<file path="config.mk">
export PLATFORM = sky130hd
export DESIGN_NAME = weight_fetch_ctrl
export DESIGN_NICKNAME = d
export VERILOG_FILES = /design/src/rtl/wfc_pkg.sv /design/src/rtl/wfc_valid_pipe.sv /design/src/rtl/weight_fetch_ctrl.sv
export SDC_FILE = /design/constraint.sdc
export NUM_CORES = 1
export LEC_CHECK = 0
export ABC_AREA = 1
export CAP_MARGIN = 20
export CORE_MARGIN = 2
export CORE_UTILIZATION = 49
export CTS_CLUSTER_SIZE = 12
export DETAILED_ROUTE_END_ITERATION = 7
export PLACE_DENSITY = 0.8
export SYNTH_ARGS = -nofsm -noshare
export SYNTH_HDL_FRONTEND = slang
export SYNTH_SLANG_ARGS = --single-unit
</file>
<file path="constraint.sdc">
create_clock -name clk -period 2.7 [get_ports clk]
set_input_delay 0.405 -clock clk [delete_from_list [all_inputs] [get_ports clk]]
set_output_delay 0.405 -clock clk [all_outputs]
set_load 0.02 [all_outputs]
</file>
<file path="src/rtl/wfc_pkg.sv">
`default_nettype none
// +------------------------------------------------------------------+
// | wfc_pkg : shared state type and constants for weight_fetch_ctrl  |
// | Rev 1.0                                                          |
// +------------------------------------------------------------------+
package wfc_pkg;

  localparam int C_CNT_W       = 16;
  localparam int C_ABS_ADDR_DW = 16;

  typedef enum logic [2:0] {
    IDLE      = 3'd0,
    INIT      = 3'd1,
    FETCH     = 3'd2,
    FOLD_WAIT = 3'd3,
    DONE      = 3'd4
  } state_t;

  // Number of column folds needed to cover num kernels with den columns.
  function automatic int unsigned ceil_div(input int unsigned num, input int unsigned den);
    return (num + den - 1) / den;
  endfunction

endpackage
`default_nettype wire

</file>
<file path="src/rtl/wfc_valid_pipe.sv">
`default_nettype none
// +------------------------------------------------------------------+
// | wfc_valid_pipe : DEPTH-stage delay line for the {valid, last} tag |
// | Rev 1.0                                                          |
// +------------------------------------------------------------------+
module wfc_valid_pipe #(
  parameter int DEPTH = 1
) (
  input  logic clk,
  input  logic rst_n,
  input  logic in_valid,
  input  logic in_last,
  output logic out_valid,
  output logic out_last
);

  logic [DEPTH-1:0] r_valid_sr;
  logic [DEPTH-1:0] r_last_sr;

  generate
    if (DEPTH == 1) begin : g_single
      always_ff @(posedge clk or negedge rst_n) begin
        if (!rst_n) begin
          r_valid_sr <= '0;
          r_last_sr  <= '0;
        end else begin
          r_valid_sr <= in_valid;
          r_last_sr  <= in_last;
        end
      end
    end else begin : g_chain
      always_ff @(posedge clk or negedge rst_n) begin
        if (!rst_n) begin
          r_valid_sr <= '0;
          r_last_sr  <= '0;
        end else begin
          r_valid_sr <= {r_valid_sr[DEPTH-2:0], in_valid};
          r_last_sr  <= {r_last_sr[DEPTH-2:0], in_last};
        end
      end
    end
  endgenerate

  assign out_valid = r_valid_sr[DEPTH-1];
  assign out_last  = r_last_sr[DEPTH-1];

endmodule
`default_nettype wire

</file>
<file path="src/rtl/weight_fetch_ctrl.sv">
`default_nettype none
// +------------------------------------------------------------------+
// | weight_fetch_ctrl : folds kernels over COLS ROMs, issues reads    |
// | Optional: WFC_STALL_CNT_EN adds the stall_cycles counter output   |
// | Rev 1.0                                                          |
// +------------------------------------------------------------------+
module weight_fetch_ctrl
  import wfc_pkg::*;
#(
  parameter int COLS        = 8,
  parameter int ABS_ADDR_DW = C_ABS_ADDR_DW,
  parameter int CNT_W       = C_CNT_W,
  parameter int RD_LAT      = 1
) (
  input  logic                   clk,
  input  logic                   rst_n,
  input  logic                   start,
  input  logic [CNT_W-1:0]       kernel_num,
  input  logic [CNT_W-1:0]       kernel_elem,
  input  logic [ABS_ADDR_DW-1:0] base_addr_in,
  input  logic                   mem_sig,
  input  logic                   stall,
  input  logic                   fold_ack,
  output logic                   initial_sig,
  output logic [CNT_W-1:0]       addr_r,
  output logic [ABS_ADDR_DW-1:0] base_addr,
  output logic [CNT_W-1:0]       rom_select,
  output logic                   data_out_valid,
  output logic                   wt_valid,
  output logic                   wt_last,
  output logic                   busy,
  output logic                   done,
`ifdef WFC_STALL_CNT_EN
  output logic [31:0]            stall_cycles,
`endif
  output logic                   err
);

  localparam logic [CNT_W:0] C_COLS_EXT = (CNT_W+1)'(COLS);

  state_t                 r_state;
  logic [CNT_W-1:0]       r_kernel_num;
  logic [CNT_W-1:0]       r_kernel_elem;
  logic [ABS_ADDR_DW-1:0] r_base_start;

  logic                   w_accept;
  logic                   w_zero_job;
  logic                   w_issue;
  logic                   w_last_issue;
  logic [CNT_W:0]         w_next_sel;

  assign w_accept       = (r_state == IDLE) && start;
  assign w_zero_job     = (kernel_num == '0) || (kernel_elem == '0);
  assign w_issue        = (r_state == FETCH) && !stall;
  assign w_last_issue   = w_issue && (addr_r == (r_kernel_elem - CNT_W'(1)));
  // One extra bit so a fold stride past the top of the range ends the job.
  assign w_next_sel     = {1'b0, rom_select} + C_COLS_EXT;
  assign data_out_valid = w_issue;
  assign busy           = (r_state != IDLE);

  always_ff @(posedge clk or negedge rst_n) begin
    if (!rst_n) begin
      r_state       <= IDLE;
      r_kernel_num  <= '0;
      r_kernel_elem <= '0;
      r_base_start  <= '0;
      addr_r        <= '0;
      base_addr     <= '0;
      rom_select    <= '0;
      initial_sig   <= 1'b0;
      done          <= 1'b0;
      err           <= 1'b0;
    end else begin
      initial_sig <= 1'b0;
      done        <= (r_state == DONE);
      case (r_state)
        IDLE: begin
          if (start) begin
            r_kernel_num  <= kernel_num;
            r_kernel_elem <= kernel_elem;
            r_base_start  <= base_addr_in;
            err           <= 1'b0;
            if (w_zero_job) begin
              err     <= 1'b1;
              r_state <= DONE;
            end else if (!mem_sig) begin
              initial_sig <= 1'b1;
              r_state     <= INIT;
            end else begin
              addr_r     <= '0;
              rom_select <= '0;
              base_addr  <= base_addr_in;
              r_state    <= FETCH;
            end
          end
        end
        INIT: begin
          if (mem_sig) begin
            addr_r     <= '0;
            rom_select <= '0;
            base_addr  <= r_base_start;
            r_state    <= FETCH;
          end
        end
        FETCH: begin
          if (w_issue) begin
            if (w_last_issue) begin
              addr_r  <= '0;
              r_state <= FOLD_WAIT;
            end else begin
              addr_r <= addr_r + CNT_W'(1);
            end
          end
        end
        FOLD_WAIT: begin
          if (fold_ack) begin
            if (w_next_sel >= {1'b0, r_kernel_num}) begin
              r_state <= DONE;
            end else begin
              rom_select <= w_next_sel[CNT_W-1:0];
              base_addr  <= base_addr + ABS_ADDR_DW'(r_kernel_elem);
              r_state    <= FETCH;
            end
          end
        end
        DONE: r_state <= IDLE;
        default: r_state <= IDLE;
      endcase
    end
  end

  wfc_valid_pipe #(
    .DEPTH(RD_LAT)
  ) u_valid_pipe (
    .clk      (clk),
    .rst_n    (rst_n),
    .in_valid (w_issue),
    .in_last  (w_last_issue),
    .out_valid(wt_valid),
    .out_last (wt_last)
  );

`ifdef WFC_STALL_CNT_EN
  always_ff @(posedge clk or negedge rst_n) begin
    if (!rst_n) begin
      stall_cycles <= '0;
    end else if (w_accept) begin
      stall_cycles <= '0;
    end else if ((r_state == FETCH) && stall && (stall_cycles != '1)) begin
      stall_cycles <= stall_cycles + 32'd1;
    end
  end
`endif

endmodule
`default_nettype wire

</file>
**Word-level counts from Yosys, hierarchy flattened**

Index checks and enable logic that the tools add are counted.

- Register bits after elaboration: 104
- Bits in latches: 0
- Bits in writable memories: 0
- Bits in read-only memories: 0
- Input bits: 54
- Output and inout port bits: 55
- Word-level logic and storage cells: 78
- Memories: 0

- Add/subtract/negate cells: 4
- Multiply operators: 0
- Divide/modulo/power cells: 0
- $lt $le $gt $ge: 1
- Equality and inequality tests: 13
- Shifts and indexed selects: 0
- Mux-type cells: 33
- Bitwise logic cells: 0
- Reductions and logical operators: 15

Operators by type and width:

| operator | number |
|---|---|
| $mux 16 | 16 |
| $pmux 16 s3 | 3 |
| $logic_not 16->1 | 2 |
| $mux 3 | 7 |
| $add 16x4->17 const B | 1 |
| $ge 17x16->1 | 1 |
| $add 16x1->16 const B | 1 |
| $add 16x16->16 | 1 |
| $eq 16x16->1 | 1 |
| $sub 16x1->16 const B | 1 |
| $ne 2x2->1 const B | 6 |
| $pmux 3 s4 | 1 |
| $reduce_and 5->1 | 2 |
| $reduce_bool 3->1 | 3 |
| $reduce_and 7->1 | 1 |
| $eq 3x2->1 const B | 2 |
| $mux 1 | 5 |
| $ne 2x1->1 const B | 2 |
| $reduce_and 4->1 | 1 |
| $eq 3x1->1 const B | 1 |
| $eq 3x3->1 const B | 1 |
| $logic_not 3->1 | 1 |
| $logic_and 1x1->1 | 2 |
| $mux 2 | 1 |
| other kinds (3) | 3 |

**Depth between registers and ports, before layout**

- Word-level depth: 6
- Depth in mapped cells: 21
- Gate-level depth less buffers: 19

**By module**

From an unflattened synthesis, not the netlist that was laid out.

- Cell total of the unflattened synthesis: 1010
- Area total of the unflattened synthesis: 6945.4 um^2

By module, submodules not included:

| module | times used | cells each | area an instance (um^2) | seq. area each (um^2) |
|---|---|---|---|---|
| weight_fetch_ctrl | 1 | 1008 | 6895.4 | 2477.4 |
| wfc_valid_pipe | 1 | 2 | 50.0 | 50.0 |

**Worst setup path before layout**

OpenSTA, ideal clock, no wires.

- Path type: reg-to-reg
- From: reg rom_select[3]
- To: reg rom_select[14]
- Setup time: 0.125 ns
- Data arrival time: 2.863 ns
- Data required time: 2.575 ns
- Slack: -0.287 ns
- Cell stages (with the launch flop): 20
- Buffers on the path: 2
- Clock period less this slack: 2.987 ns
- Cells stage by stage: dfrtp_1 ha_1 nand2_1 nor2_1 nand2_1 nor2_1 and3_1 xor2_1 inv_1 ha_1 inv_1 o211ai_1 nor2_1 nand3_1 nand2_2 nand2_2 buf_6 buf_6 nand2_1 o21ai_1

- Word-level cells in the longest chain between the ends: 4
- Elaborated cells on any way between the ends: 7
- Classes of those cells: 1 x add/sub; 1 x order compare; 1 x eq/ne; 3 x mux; 1 x reduce/logical

RTL lines:

| item | line | RTL |
|---|---|---|
| from (decl) | weight_fetch_ctrl.sv:27 | `output logic [CNT_W-1:0] rom_select,` |
| from (signal assigned) | weight_fetch_ctrl.sv:120 | `rom_select <= w_next_sel[CNT_W-1:0];` |
| $add 16x4->17 * | weight_fetch_ctrl.sv:57 | `assign w_next_sel = {1'b0, rom_select} + C_COLS_EXT;` |
| $ge 17x16->1 / $mux 16 (equally long branches) | weight_fetch_ctrl.sv:117 | `if (w_next_sel >= {1'b0, r_kernel_num}) begin` |
| $ne 2x2->1 (no line) / $mux 16 (equally long branches) | - |  |
| $reduce_and 5->1 (no line) / $pmux 16 s3 (equally long branches) | - |  |

Every way passes the cells marked *; elsewhere a longest branch is shown, timed or not. The select of a mux whose other input is x is not followed.
A chain may end at the register's enable or synchronous reset.

**Worst setup path in the final report**

- From: reg rom_select[3]
- To: reg rom_select[13]

The elaborated chain is that of the path after synthesis.

==> flow_summary.yaml <==
status:
  outcome: "finished, violations left"
  violations: "DRC, setup timing"
placement:
  port_buffers: 105
  place_area_um2: 8130
  hpwl_mm: 13.8
  gp_congestion: 0.925
  placedCellCount: 1215
yosys:
  async_reset_ff_share_pct: 100
  synth_common_cells: "249 x nand2_1, 121 x inv_1, 101 x dfrtp_1"
  yosysMostFrequentCell: "nand2_1"
  yosysTopAreaCellShare_pct: 37.7
  postSynthAreaPerCell_um2: 7.22
  synth_cells: 929
  ys_warn_count: 0
  synth_top_cell_by_area: "dfrtp_1"
  netlist_top_cells_area: "dfrtp_1 38%, nand2_1 14%, inv_1 6.8%"
  synth_area_um2: 6710
  yosys_most_used_dff: "dfrtp_1"
  synth-seq-area-share_pct: 37.7
  synth-edff-count: 0
  yosysUniqueCellTypes: 45
  ys_ff_latch: 101
route:
  wl_per_cell_um: 15.7
  drc: 1
  antenna_left: 0
  first_iter_violations: 753
  routed_wl_mm: 19.5
  viasPerCell: 5.53
  vias: 6868
  first_pass_iters: 8
power_and_ir_drop:
  leakage_uw: 0.00427
  ir_worst_vdd_mv: 0.622
  cellPowerDensity_nw_per_um2: 982
clocking:
  postCtsHoldBufs: 0
  cts_tree: "done"
  ctsHtreeMaxLevel: 3
  clockBufferDepth: 2
  cts_made_buffers: 9
  clk_latency_ns: 0.36
  cts_sinks: 101
  cts_root_buffer: "clkbuf_16"
  clk_pin_slew_ns: 0.07
setup_path:
  cpMostUsedCell: "nand3_2"
  arrival_ns: 3.15
  cp_slowest_cell: "dfrtp_2"
  startpoint_type: "flip-flop"
  critPathBufInv: 3
  crit_fanout: 7
  worstPathRequired_ns: 2.98
  critPathMaxStageDelay_ns: 0.43
  crit_type: "flip-flop to flip-flop"
  end_kind: "flip-flop"
  cp_top_family: "simple AND/OR/NAND/NOR gates"
  worstPathCellList: "nand3_4, nor2_4, nand3_2, nor2_2, nand2_1, xor2_1, inv_1, ha_4, nand2_1, inv_2, nand3_2, nor2_1, nand3_1, nand3_2, nand2_4, nand2_8, buf_8, nand2_2, o21ai_1"
die:
  core_area_um2: 13300
  pin_count: 109
  initial_core_util_pct: 50.5
  die_y_um: 121
  die_area_um2: 14600
  placementRows: 42
  die_x_um: 121
timing:
  hold_violations: 0
  finalClockSkew_ns: 0.00762
  worstMarginPinSlew_ns: 0.701
  finalCritPeriodShare_pct: 106
  slew_headroom_pct: 53.3
  fin_ws_ns: -0.163
  period_needed_ns: 2.86
  fmax_mhz: 349
  setup_viol: 30
  finalMaxSlewViolations: 0
  rsz0062_at_grt: "true"
finish:
  antenna_cells: 0
  final_cells: 1241
  nNetsFinal: 1147
  drive_above_1_share_pct: 14.4
  post-route-cell-area_um2: 8800
  areaGrowthSynthToFinish_pct: 31.1
hold_path:
  hold_class: "primary input to async pin"
global_routing:
  antenna_found_initial: 0
  grt_pass1_vias: 6262
  grt_pass1_wl_mm: 30.9
  track_usage_pct: 26.6
  grt_overflow_total: 0
  grt_max_degree: 55
run:
  maxCapViolCount: 0
[cell usage in the layout (no fill, tap or decap), types with 5 or more instances in the layout]
| master | netlist | routed |
|---|---|---|
| dfrtp_1 | 101 | 96 |
| nand2_4 | 0 | 9 |
| xnor2_1 | 7 | 7 |
| nor3_1 | 9 | 9 |
| xor2_1 | 16 | 12 |
| o21ai_0 | 43 | 39 |
| nand2_1 | 249 | 225 |
| nand3_2 | 4 | 7 |
| dfrtp_2 | 0 | 5 |
| nand4_1 | 14 | 14 |
| nand3_1 | 77 | 73 |
| a21oi_1 | 57 | 56 |
| nand3b_1 | 5 | 5 |
| clkdlybuf4s50_1 | 0 | 104 |
| o21ai_2 | 5 | 13 |
| inv_2 | 5 | 7 |
| nor2_2 | 2 | 5 |
| clkbuf_16 | 0 | 10 |
| nor2_1 | 97 | 92 |
| inv_1 | 121 | 119 |
| nand2_2 | 3 | 18 |
| ha_1 | 31 | 28 |
| o21ai_1 | 14 | 10 |
| mux2_2 | 16 | 16 |
| buf_4 | 5 | 28 |
[kinds of logic (layout without fill, tap and decap cells)]
| family | Yosys count | count (layout) | synth area share (%) |
|---|---|---|---|
| flops | 101 | 101 | 37.7 |
| fa+ha+maj | 32 | 32 | 6.08 |
| buf+inv | 149 | 282 | 9.14 |
| mux | 16 | 16 | 2.69 |
| xor+xnor | 23 | 23 | 3.00 |
| simple gates | 469 | 470 | 29.9 |
| other cells | 1 | 3 | 0.0559 |
| compound gates | 138 | 138 | 11.4 |
[where the power goes]
| group | switching [uW] | leakage, uW | internal (uW) |
|---|---|---|---|
| combinational | 2860 | 0.00286 | 1920 |
| sequential | 553 | 0.00127 | 2020 |
| clock | 575 | 0.000138 | 709 |
| total | 3980 | 0.00427 | 4650 |
[final timing paths]
kind                                  from                    end  slack (ns)  depth (start not counted)
max                          rom_select[3]         rom_select[13]       -0.16                         19
min                                  rst_n  u_valid_pipe.out_last        0.09                          1
max reg2reg                  rom_select[3]         rom_select[13]       -0.16                         19
min reg2reg                r_base_start[3]        r_base_start[3]        0.47                          2
max in group asynchronous            rst_n          rom_select[4]        1.87                          2
min in group clk           r_base_start[3]        r_base_start[3]        0.47                          2
[area by class of cell]
cell class	instances	area [um2]
clock buffer	10	229
clock inverter	5	52.6
fill	1086	4500
inverter	126	473
multi-input combinational	682	3860
sequential	101	2530
tap	176	220
timing repair buffer	141	1430
[repair_timing]
action | in CTS | in global routing
pin swaps | 7 | 13
endpoints found under the setup margin | 29 | 47
setup buffers | 4 | 4
resized for setup | 7 | 65
gates cloned | 1 | 2
[registers in the layout (all words and copies together), names as in the netlist]
register and count:
addr_r 16, base_addr 16, r_base_start 16, r_kernel_elem 16
r_kernel_num 16, rom_select 13, r_state 3, done 1
err 1, initial_sig 1, u_valid_pipe.out_last 1, u_valid_pipe.out_valid 1
[metrics by stage]
stage	setup TNS (ns)	hold slack (ns)	total power, uW	setup slack [ns]	utilization [%]
2_1_floorplan	-0.417	0.109	5540	-0.0346	-
4_1_cts	-0.177	0.117	8290	-0.0201	63.9
5_1_grt	-7.15	0.150	9310	-0.280	66.2
3_3_place_gp	0	0.455	6770	0.0334	61.2
6_report	-3.56	0.0897	8630	-0.163	66.2
3_5_place_dp	-1.55	0.459	6900	-0.0877	61.2
[per-layer routing]
metal	global-route usage (%)	vias to the layer above	share of wire (%)	wire (um)
met5	0	-	0	0
met4	8.94	0	2.4	459
met3	3.57	45	7.4	1440
met2	41.3	295	47	9230
met1	38.3	3262	43	8390
li1	-	3266	-	-
[worst reg2reg max path, cell delays in order, from the launching register on]
cell and delay (ns):
dfrtp_2 0.43, nand3_4 0.10, nor2_4 0.13, nand3_2 0.11, nor2_2 0.21, nand2_1 0.10, xor2_1 0.21, inv_1 0.11
ha_4 0.28, nand2_1 0.06, inv_2 0.07, nand3_2 0.08, nor2_1 0.12, nand3_1 0.13, nand3_2 0.14, nand2_4 0.08
nand2_8 0.12, buf_8 0.15, nand2_2 0.06, o21ai_1 0.09
(Power assumes the default switching activity.)
